===== config.mk =====
export PLATFORM = sky130hd
export DESIGN_NAME = dodge_ring_game
export DESIGN_NICKNAME = d
export VERILOG_FILES = /design/src/rtl/dodge_ring_game.sv
export SDC_FILE = /design/constraint.sdc
export NUM_CORES = 1
export LEC_CHECK = 0
export CORE_MARGIN = 2
export CORE_UTILIZATION = 50
export CTS_CLUSTER_SIZE = 8
export DETAILED_ROUTE_END_ITERATION = 10
export PLACE_DENSITY = 0.7
export SYNTH_ARGS = -nofsm -noshare
export SYNTH_HDL_FRONTEND = slang
export SYNTH_SLANG_ARGS = --single-unit

===== constraint.sdc =====
create_clock -name Clk -period 2.5 [get_ports Clk]
set_input_delay 0.25 -clock Clk [delete_from_list [all_inputs] [get_ports Clk]]
set_output_delay 0.25 -clock Clk [all_outputs]
set_load 0.01 [all_outputs]

===== src/rtl/dodge_ring_game.sv =====
// ---------------------------------------------------------------------------
// dodge_ring_game
//   Game core for the ring-dodge toy. A one-hot player token steps around a
//   ring of NUM_POS positions on every rising edge of 'move'. The odd ring
//   positions are hazard slots. When the player is next to or on a hazard
//   slot, that slot's obstacle blinks at a divided-clock rate. A small game
//   FSM tracks lives, a recovery pause after each hit, a saturating score and
//   a one-cycle lap pulse. It feeds the LED/7-seg display layer. 'move' and
//   'start' come from debounced buttons.
//
// Ports
//   Clk       in   1        system clock, rising edge
//   Clr       in   1        asynchronous active-high reset
//   start     in   1        level; rising edge starts or restarts a game
//   move      in   1        level; rising edge advances the player one slot
//   player    out  NUM_POS  one-hot player position
//   obstacle  out  NUM_POS  active obstacle bits (odd indices only)
//   score     out  SCORE_W  safe hazard passes, saturating
//   lives     out  3        remaining lives
//   state     out  2        00 IDLE, 01 PLAY, 10 HIT, 11 OVER
//   hit       out  1        one-cycle pulse on collision
//   lap       out  1        one-cycle pulse on wrap NUM_POS-1 -> 0
// ---------------------------------------------------------------------------
module dodge_ring_game #(
    parameter int NUM_POS   = 8,
    parameter int BLINK_DIV = 25000000,
    parameter int SCORE_W   = 6,
    parameter int LIVES     = 3,
    parameter int HIT_HOLD  = 50000000
) (
    input  logic               Clk,
    input  logic               Clr,
    input  logic               start,
    input  logic               move,
    output logic [NUM_POS-1:0] player,
    output logic [NUM_POS-1:0] obstacle,
    output logic [SCORE_W-1:0] score,
    output logic [2:0]         lives,
    output logic [1:0]         state,
    output logic               hit,
    output logic               lap
);

    typedef enum logic [1:0] {
        ST_IDLE = 2'b00,
        ST_PLAY = 2'b01,
        ST_HIT  = 2'b10,
        ST_OVER = 2'b11
    } state_t;

    localparam int DIV_W  = (BLINK_DIV > 2) ? $clog2(BLINK_DIV) : 1;
    localparam int HOLD_W = (HIT_HOLD > 1) ? $clog2(HIT_HOLD) : 1;

    localparam logic [DIV_W-1:0]   DIV_LAST   = DIV_W'(BLINK_DIV - 1);
    localparam logic [HOLD_W-1:0]  HOLD_LAST  = HOLD_W'(HIT_HOLD - 1);
    localparam logic [SCORE_W-1:0] SCORE_MAX  = '1;
    localparam logic [2:0]         LIVES_INIT = 3'(LIVES);
    localparam logic [NUM_POS-1:0] HOME       = NUM_POS'(1);

    // Hazard slots are the odd ring indices.
    function automatic logic [NUM_POS-1:0] odd_mask();
        logic [NUM_POS-1:0] m;
        m = '0;
        for (int k = 1; k < NUM_POS; k += 2) begin
            m[k] = 1'b1;
        end
        return m;
    endfunction

    localparam logic [NUM_POS-1:0] ODD_MASK = odd_mask();

    state_t             state_q;
    logic [NUM_POS-1:0] player_q;
    logic [NUM_POS-1:0] obstacle_q;
    logic [SCORE_W-1:0] score_q;
    logic [2:0]         lives_q;
    logic               hit_q;
    logic               lap_q;
    logic               phase_q;
    logic [DIV_W-1:0]   div_q;
    logic [HOLD_W-1:0]  hold_q;
    logic               move_q;
    logic               start_q;

    logic               move_rise;
    logic               start_rise;
    logic               coll;
    logic               leave_odd;
    logic [NUM_POS-1:0] player_rot_d;
    logic [NUM_POS-1:0] obstacle_d;
    logic [SCORE_W-1:0] score_inc_d;

    assign move_rise    = move & ~move_q;
    assign start_rise   = start & ~start_q;
    assign coll         = (state_q == ST_PLAY) && (|(player_q & obstacle_q));
    assign leave_odd    = |(player_q & ODD_MASK);
    assign player_rot_d = {player_q[NUM_POS-2:0], player_q[NUM_POS-1]};
    assign score_inc_d  = (score_q == SCORE_MAX) ? score_q : score_q + 1'b1;

    // An obstacle lights only while the player is on its hazard slot or on
    // the even slot just before it, so the player sees a warning one step
    // ahead. It is built from the current player/phase and registered, which
    // makes it trail the player by one cycle.
    always_comb begin
        obstacle_d = '0;
        for (int k = 1; k < NUM_POS; k += 2) begin
            obstacle_d[k] = phase_q & (player_q[k-1] | player_q[k]);
        end
    end

    // Game FSM and all registered outputs. A collision outranks a move in
    // the same cycle, so the move is dropped. Every path into PLAY restarts
    // the blink divider so each round begins with obstacles dark.
    always_ff @(posedge Clk or posedge Clr) begin
        if (Clr) begin
            state_q    <= ST_IDLE;
            player_q   <= HOME;
            obstacle_q <= '0;
            score_q    <= '0;
            lives_q    <= LIVES_INIT;
            hit_q      <= 1'b0;
            lap_q      <= 1'b0;
            phase_q    <= 1'b0;
            div_q      <= '0;
            hold_q     <= '0;
            move_q     <= 1'b0;
            start_q    <= 1'b0;
        end else begin
            move_q  <= move;
            start_q <= start;
            hit_q   <= 1'b0;
            lap_q   <= 1'b0;

            case (state_q)
                ST_IDLE, ST_OVER: begin
                    obstacle_q <= '0;
                    if (start_rise) begin
                        state_q  <= ST_PLAY;
                        player_q <= HOME;
                        score_q  <= '0;
                        lives_q  <= LIVES_INIT;
                        div_q    <= '0;
                        phase_q  <= 1'b0;
                    end
                end

                ST_PLAY: begin
                    if (div_q == DIV_LAST) begin
                        div_q   <= '0;
                        phase_q <= ~phase_q;
                    end else begin
                        div_q <= div_q + 1'b1;
                    end

                    if (coll) begin
                        hit_q      <= 1'b1;
                        lives_q    <= lives_q - 3'd1;
                        obstacle_q <= '0;
                        hold_q     <= '0;
                        state_q    <= (lives_q == 3'd1) ? ST_OVER : ST_HIT;
                    end else begin
                        obstacle_q <= obstacle_d;
                        if (move_rise) begin
                            player_q <= player_rot_d;
                            lap_q    <= player_q[NUM_POS-1];
                            if (leave_odd) begin
                                score_q <= score_inc_d;
                            end
                        end
                    end
                end

                ST_HIT: begin
                    obstacle_q <= '0;
                    if (hold_q == HOLD_LAST) begin
                        state_q  <= ST_PLAY;
                        player_q <= HOME;
                        div_q    <= '0;
                        phase_q  <= 1'b0;
                    end else begin
                        hold_q <= hold_q + 1'b1;
                    end
                end

                default: begin
                    state_q <= ST_IDLE;
                end
            endcase
        end
    end

    assign player   = player_q;
    assign obstacle = obstacle_q;
    assign score    = score_q;
    assign lives    = lives_q;
    assign state    = state_q;
    assign hit      = hit_q;
    assign lap      = lap_q;

endmodule

==> results of run 1 <==
power by group through the flow:
stage,combinational [mW],sequential [mW],clock [mW]
global route,1.17,1.72,1.38
CTS,1.07,1.68,1.33
detailed placement,1.06,1.70,0
global placement,1.03,1.70,0
finish,1.06,1.68,1.31
floorplan,0.605,1.70,0
area by class of cell:
class / count / area (sq um) / area share, %
clock inverters: 5 / 128 / 2.42
well taps: 108 / 135 / 2.56
repair buffers: 53 / 480 / 9.11
multi-input cells: 366 / 2290 / 43.4
flip-flops and latches: 79 / 1980 / 37.6
clock buffers: 11 / 151 / 2.87
inverters: 28 / 106 / 2.02
how the worst max path moves through the flow:
stage               startpoint   endpoint  slack [ns]  cells after the start
floorplan                  Clr   div_q[0]        0.23                      1
global placement      div_q[0]  div_q[24]        0.22                      6
detailed placement    div_q[0]  div_q[22]        0.20                      6
CTS                 hold_q[16]  div_q[23]        0.17                      5
global route        hold_q[11]  div_q[17]       0.003                      5
finish                div_q[0]  div_q[24]        0.18                      6
timing repair:
item	in CTS	in global routing
setup endpoints to repair	0	13
resized for setup	0	2
hold buffers	0	0
cells in the mapped netlist, types with 8 or more instances:
| cell type | count | area share [%] |
|---|---|---|
| mux2i_1 | 11 | 2.5 |
| a211oi_1 | 8 | 1.3 |
| inv_1 | 28 | 2.3 |
| dfrtp_1 | 76 | 42 |
| a31oi_1 | 16 | 2.2 |
| nor3_1 | 11 | 1.2 |
| o31ai_1 | 9 | 1.5 |
| nand3_1 | 25 | 2.8 |
| a21oi_1 | 22 | 2.5 |
| a22o_1 | 10 | 2.0 |
| nor4_1 | 8 | 1.1 |
| and3_1 | 10 | 1.4 |
| clkbuf_1 | 13 | 1.1 |
| nor2_1 | 32 | 2.7 |
| o21ai_0 | 30 | 3.3 |
| nand2_1 | 52 | 4.4 |
| nand4_1 | 20 | 2.8 |
cells by family (layout without fill, tap and decap cells):
kind of cell / after synthesis / count (layout) / synth area share (%)
AND/OR/NAND/NOR: 195 / 195 / 23.2
AO/OA/AOI/OAI: 149 / 149 / 22.7
buffers and inverters: 52 / 97 / 5.42
multiplexers: 11 / 11 / 2.46
other: 1 / 4 / 0.0837
flip-flops: 79 / 79 / 44.2
adder cells (fa/ha/maj): 7 / 7 / 1.95
flip-flops by register name, indices dropped and copies added (netlist names), 2 cells and up:
register,count
div_q,25
hold_q,26
lives,3
obstacle,4
player,8
score,6
state,2
layer usage:
layer  wire, um  global-route usage (%)  up-vias
met5          0                       0        -
met3        499                    4.11       12
met1       5290                    34.0     2026
met4        112                    5.90        0
li1           -                       -     1964
met2       5420                    40.8      110
==> results.cfg, run 1 <==
[run_status]
status = finished clean

[timing]
final_max_slew_viol_count = 0
max_slew_margin_pct = 55.0
hold_violations = 0
worst_pin_slew_ns = 0.669
layout_setup_ws_ns = 0.176
setup_viol = 0
whs_ns = 0.248
fin_setup_tns_ns = 0
rsz0062_at_grt = no
min_period_ns = 2.32
skew_ns = 0.0112
maxClockFrequency_mhz = 430
finalCritPeriodShare_pct = 92.9

[power]
p_leak_nw = 2.24
p_seq_share_pct = 41.6
finalPower_mw = 4.05
p_switching_mw = 1.28
p_comb_share_pct = 26.2
p_per_area_mw_per_mm2 = 769
swShare_pct = 31.5
p_clk_share_pct = 32.2
vdd_drop_max_mv = 0.520
internal-power_mw = 2.78

[clock_network]
cts_root_buffer = clkbuf_8
clkTransAtPathRegs_ns = 0.09
clock_sinks = 79
cts_tree = built
clk_latency_ns = 0.35
htreeDepth = 3
cts_buffer_depth = 2
numCtsBuffers = 9
postCtsSetupBuffers = 0

[place]
post-place-ws_ns = 0.201
placed_area_sq_mm = 0.00498
io_buffer_count = 28
place_hpwl_mm = 7.83
place_inst = 634
gp_congestion = 0.882

[cells_and_area]
area_delta_synth_final_pct = 17.6
mostFrequentLayoutCells = 76 x dfrtp_1, 52 x nand2_1, 32 x nor2_1
finalNonFillerCells = 650
antenna_cells = 0
drive_gt1_share_pct = 12.0
fill_cells = 750
final_nets = 548
final_area_sq_mm = 0.00527
fin_util_pct = 60.4
layout_commonest_cell = dfrtp_1

[worst_setup_path]
r2r_cells = 6
crit_path_start_kind = flop
critical_path.endpoint_type = flop
crit_arrival_ns = 2.60
cp_top_family = simple AND/OR/NAND/NOR gates
critPathMaxFanout = 6
crit_chain = ha_1 > nand3_2 > or4_4 > or4_1 > or4_1 > mux2i_1
critical-path-top-cell-by-count = or4_1
rr_endpoint = div_q[24]
slowest_stage = or4_4
regToRegSetupSlack_ns = 0.18
critPathKind = reg2reg
cp_num_buf_inv = 0
cp_slowest_stage_delay_ns = 0.56
reg2reg_from = div_q[0]
critPathRequiredTime_ns = 2.78

[grt]
grt_max_degree = 52
grt_pass1_vias = 3974
grt_pass1_wl_mm = 19.6
antenna_found_initial = 0
grt_remaining_overflow = 0
grt_usage_pct = 24.6

[synthesis]
netlist_instances = 494
syn_avg_cell_area_sq_um = 9.07
synth-main-ff-cell = dfrtp_1
synth-seq-cells = 79
yosysSeqAreaShare_pct = 44.2
async_reset_ff_share_pct = 100
synth-edff-count = 0
yosys_warnings = 0
syn_area_sq_mm = 0.00448
ys_types = 65

[die]
die-area_sq_mm = 0.00974
start_util_pct = 51.4
die_y_um = 98.7
io_pins = 33
die_w_um = 98.7
core_sq_mm = 0.00872
rows = 34

[drt]
drc = 0
vias = 4112
drt_first_pass_iters = 5
wire_per_inst_um = 17.4
drt-initial-drc-count = 267
avgViaCountPerCell = 6.33
finalWirelength_mm = 11.3
ant_nets = 0

[worst_hold_path]
hp-class = in2async

[flow_run]
drv_cap = 0
No activity file was read; power rests on OpenSTA's default activity.
==> inputs of run 2 (changes only) <==
==> constraint.sdc (replaced) <==
create_clock -name Clk -period 2.6 [get_ports Clk]
set_input_delay 0.26 -clock Clk [delete_from_list [all_inputs] [get_ports Clk]]
set_output_delay 0.26 -clock Clk [all_outputs]
set_load 0.01 [all_outputs]
==> run 2 against run 1 <==
- global-route usage down 0.60 points
- total power down 10%
- largest power group unchanged
- fmax down 4.1%
==> results.cfg, run 2 (synthesis results as in run 1) <==
[run_status]
status = finished clean

[clock_network]
clk_latency_ns = 0.35
postCtsSetupBuffers = 0
cts_tree = built
htreeDepth = 3
cts_root_buffer = clkbuf_8
clock_sinks = 79
cts_resized = 0
cts_buffer_depth = 2
postCtsHoldBufs = 0
numCtsBuffers = 9
clkTransAtPathRegs_ns = 0.08

[drt]
wire_per_inst_um = 17.4
ant_nets = 0
drc = 0
drt_first_pass_iters = 5
finalWirelength_mm = 11.2
vias = 4063
avgViaCountPerCell = 6.32
drt-initial-drc-count = 247

[worst_setup_path]
critPathRequiredTime_ns = 2.89
crit_chain = nor4bb_1 > and4_1 > a21oi_2 > nor3_2 > a31o_2
r2r_cells = 5
crit_cells = 5
cp_top_family = simple AND/OR/NAND/NOR gates
slowest_stage = nor3_2
crit_arrival_ns = 2.71
cp_num_buf_inv = 0
critical_path.endpoint_type = flop
cp_slowest_stage_delay_ns = 0.68
regToRegSetupSlack_ns = 0.18
rr_endpoint = div_q[23]
critPathKind = reg2reg
reg2reg_from = hold_q[16]
critPathMaxFanout = 10
crit_path_start_kind = flop

[place]
gp_congestion = 0.860
place_hpwl_mm = 7.55
placed_area_sq_mm = 0.00494
io_buffer_count = 28

[die]
die_y_um = 98.7
die-area_sq_mm = 0.00974
rows = 34
die_w_um = 98.7
io_pins = 33
core_sq_mm = 0.00872
start_util_pct = 51.4

[worst_hold_path]
hp-class = in2async

[timing]
skew_ns = 0.0103
max_slew_margin_pct = 48.3
worst_pin_slew_ns = 0.771
min_period_ns = 2.42
setup_viol = 0
maxClockFrequency_mhz = 413
finalCritPeriodShare_pct = 93.2
fin_setup_tns_ns = 0
final_max_slew_viol_count = 0
rsz0062_at_grt = no
whs_ns = 0.250
hold_violations = 0

[cells_and_area]
layout_commonest_cell = dfrtp_1
final_nets = 541
ff_latch_area_sq_mm = 0.00198
top_register = hold_q
fill_cells = 758
mostFrequentLayoutCells = 76 x dfrtp_1, 52 x nand2_1, 32 x nor2_1
area_delta_synth_final_pct = 15.0
antenna_cells = 0
multi_input_area_sq_mm = 0.00228
drive_gt1_share_pct = 10.3
final_area_sq_mm = 0.00515
largest_reg_flops = 26

[grt]
grt_remaining_overflow = 0
grt_pass1_vias = 3953
grt_usage_pct = 24.0
antenna_found_initial = 0
grt_pass1_wl_mm = 19.2
grt_max_degree = 53

[flow_run]
drv_cap = 0

[power]
vdd_drop_max_mv = 0.549
p_per_area_mw_per_mm2 = 705
p_leak_nw = 2.16
## run 2: cell count changes in the layout (fill, tap and decap cells not counted)
cell | before | now
buf_4 | 24 | 16
bufinv_16 | 4 | 2
clkbuf_1 | 0 | 2
clkbuf_8 | 11 | 9
clkinvlp_4 | 1 | 3
buf_12 | 1 | 2
nor3_2 | 0 | 1
nor3_4 | 1 | 0
nor4bb_1 | 1 | 2
nor4bb_2 | 1 | 0
## run 2: per-layer routing
metal / track usage (%) / share of wire [%] / up-vias
li1: - / - / 1938
met1: 34.8 / 48 / 1976
met2: 37.2 / 46 / 136
met3: 3.19 / 4.6 / 13
met4: 8.43 / 1.4 / 0
met5: 0 / 0 / -
## run 2: worst max-delay path by stage
stage / startpoint / end
6_report: hold_q[16] / div_q[23]
5_1_grt: hold_q[16] / div_q[23]
3_3_place_gp: hold_q[0] / div_q[23]
2_1_floorplan: Clr / div_q[0]
4_1_cts: hold_q[16] / div_q[23]
3_5_place_dp: hold_q[16] / div_q[23]
## run 2: layout make-up
| cell class | instances | area share, % |
|---|---|---|
| clock buffers | 11 | 2.55 |
| multi-input cells | 366 | 44.2 |
| well taps | 108 | 2.62 |
| clock inverters | 5 | 1.60 |
| repair buffers | 46 | 8.55 |
| flip-flops and latches | 79 | 38.4 |
| inverters | 28 | 2.06 |
## run 2: through the flow
stage | util, % | total power, mW | std cells | setup slack [ns]
final | 59.1 | 3.64 | 643 | 0.176
after global routing | 59.1 | 3.85 | 643 | 0.00943
after CTS | 59.1 | 3.65 | 643 | 0.192
after detailed placement | 56.6 | 2.64 | 627 | 0.216
after global placement | 56.6 | 2.62 | 627 | 0.270
after floorplan | - | 2.22 | 497 | 0.322
## run 2: power breakdown
part / total [mW] / leakage, nW / switching (mW) / internal, mW
Combinational: 1.00 / 1.01 / 0.531 / 0.470
Sequential: 1.63 / 1.06 / 0.228 / 1.40
Clock: 1.00 / 0.0958 / 0.463 / 0.542
Total: 3.64 / 2.16 / 1.22 / 2.41
==> inputs of run 3 (changes only) <==
--- a/config.mk
+++ b/config.mk
@@ -10,6 +10,7 @@
 export CTS_CLUSTER_SIZE = 8
 export DETAILED_ROUTE_END_ITERATION = 10
 export PLACE_DENSITY = 0.7
+export RECOVER_POWER = 50
 export SYNTH_ARGS = -nofsm -noshare
 export SYNTH_HDL_FRONTEND = slang
 export SYNTH_SLANG_ARGS = --single-unit
==> run 3 against run 2 <==
- first-iteration DRC count is 0.40% lower
- global-route usage stayed put
- critical path depth stayed put
- sequential power hardly changed
- flip-flop and latch count stayed put
- count of clock-buffer cells in the layout stayed put
- highest routed layer unchanged
- total power is 0.24% lower
- clock power hardly changed
==> results.cfg, run 3 (synthesis results as in run 1) <==
[cells_and_area]
area_delta_synth_final_pct = 14.7
fill_cells = 760
layout_commonest_cell = dfrtp_1
mostFrequentLayoutCells = 76 x dfrtp_1, 52 x nand2_1, 32 x nor2_1
final_nets = 541
drive_gt1_share_pct = 10.3
largest_reg_flops = 26
antenna_cells = 0
top_register = hold_q

[worst_setup_path]
slowest_stage = nor3_2
crit_arrival_ns = 2.71
crit_cells = 5
cp_slowest_stage_delay_ns = 0.68
rr_endpoint = div_q[23]
crit_path_start_kind = flop
regToRegSetupSlack_ns = 0.17
critical_path.endpoint_type = flop
cp_num_buf_inv = 0
cp-startpoint = hold_q[16]
setup.worst_path.end = div_q[23]
critPathRequiredTime_ns = 2.89
reg2reg_from = hold_q[16]
critPathKind = reg2reg
critPathMaxFanout = 10
crit_chain = nor4bb_1 > and4_1 > a21oi_2 > nor3_2 > a31o_2
cp_top_family = simple AND/OR/NAND/NOR gates
r2r_cells = 5

[die]
die_y_um = 98.7
io_pins = 33
die_w_um = 98.7
start_util_pct = 51.4
rows = 34
die-area_sq_mm = 0.00974
core_sq_mm = 0.00872

[power]
p_switching_mw = 1.22
vdd_drop_max_mv = 0.547
p_seq_share_pct = 44.9
swShare_pct = 33.7
p_leak_nw = 2.17
internal-power_mw = 2.40
p_per_area_mw_per_mm2 = 705
p_clk_share_pct = 27.7
p_comb_share_pct = 27.4

[clock_network]
postCtsHoldBufs = 0
cts_tree = built
clkTransAtPathRegs_ns = 0.09
clock_sinks = 79
cts_resized = 0
postCtsSetupBuffers = 0
clk_latency_ns = 0.35
cts_root_buffer = clkbuf_8
cts_buffer_depth = 2
htreeDepth = 3
numCtsBuffers = 9

[timing]
worst_pin_slew_ns = 1.24
skew_ns = 0.0110
min_period_ns = 2.43
fin_setup_tns_ns = 0
finalCritPeriodShare_pct = 93.3
maxClockFrequency_mhz = 412
hold_violations = 0
final_max_slew_viol_count = 0
whs_ns = 0.491
max_slew_margin_pct = 17.0
rsz0062_at_grt = no
setup_viol = 0

[drt]
ant_nets = 0
drt-initial-drc-count = 246
vias = 4059
drt_first_pass_iters = 5
finalWirelength_mm = 11.2
drc = 0
wire_per_inst_um = 17.4
avgViaCountPerCell = 6.31

[worst_hold_path]
hp-class = in2reg

[grt]
grt_pass1_wl_mm = 19.2
grt_pass1_vias = 3953
antenna_found_initial = 0
grt_max_degree = 53
grt_remaining_overflow = 0
grt_usage_pct = 24.0

[place]
gp_congestion = 0.860
place_hpwl_mm = 7.55
io_buffer_count = 28

[run_status]
status = finished clean

[flow_run]
drv_cap = 0
==> run 3: changes by cell type in the layout (fill, tap and decap cells not counted) <==
| cell | before | now |
|---|---|---|
| buf_12 | 2 | 1 |
| clkbuf_4 | 0 | 1 |
| clkdlybuf4s50_1 | 28 | 20 |
| clkinv_2 | 1 | 0 |
| clkinvlp_2 | 0 | 1 |
| dlygate4sd3_1 | 0 | 8 |
==> run 3: per-stage QoR <==
step	total power [mW]	area, sq um	instances	utilization (%)	worst slack [ns]
2_1_floorplan	2.22	4490	497	-	0.322
3_3_place_gp	2.62	4940	627	56.6	0.270
3_5_place_dp	2.64	4940	627	56.6	0.216
4_1_cts	3.65	5150	643	59.1	0.192
5_1_grt	3.84	5140	643	59.0	0.00943
6_report	3.63	5140	643	59.0	0.175
==> run 3: final cells by class <==
| cell class | count | area, sq um | share of cell area (%) |
|---|---|---|---|
| clock buffers | 11 | 131 | 2.56 |
| clock inverters | 5 | 82.6 | 1.61 |
| inverters | 28 | 106 | 2.07 |
| multi-input cells | 366 | 2280 | 44.3 |
| flip-flops and latches | 79 | 1980 | 38.5 |
| well taps | 108 | 135 | 2.63 |
| repair buffers | 46 | 428 | 8.32 |
==> run 3: power groups by stage <==
stage,sequential [mW],combinational [mW],clock [mW]
after floorplan,1.64,0.582,0
final,1.63,0.992,1.01
after detailed placement,1.65,0.994,0
after global placement,1.63,0.982,0
after global routing,1.66,1.10,1.08
after CTS,1.62,1.00,1.02
==> run 3: worst min-delay path by stage <==
stage	startpoint	endpoint	slack (ns)	cells after the start
global placement	div_q[24]	div_q[24]	0.47	1
detailed placement	phase_q	phase_q	0.49	1
CTS	Clr	hold_q[15]	0.27	2
global route	move	move_q	0.48	1
floorplan	move	move_q	0.29	0
finish	move	move_q	0.49	1
==> run 3: layer usage <==
layer,vias up,GRT usage [%],routed length (um)
met5,-,0,0
met4,0,8.43,176
met1,1981,34.8,5360
li1,1940,-,-
met3,15,3.19,464
met2,123,37.2,5200
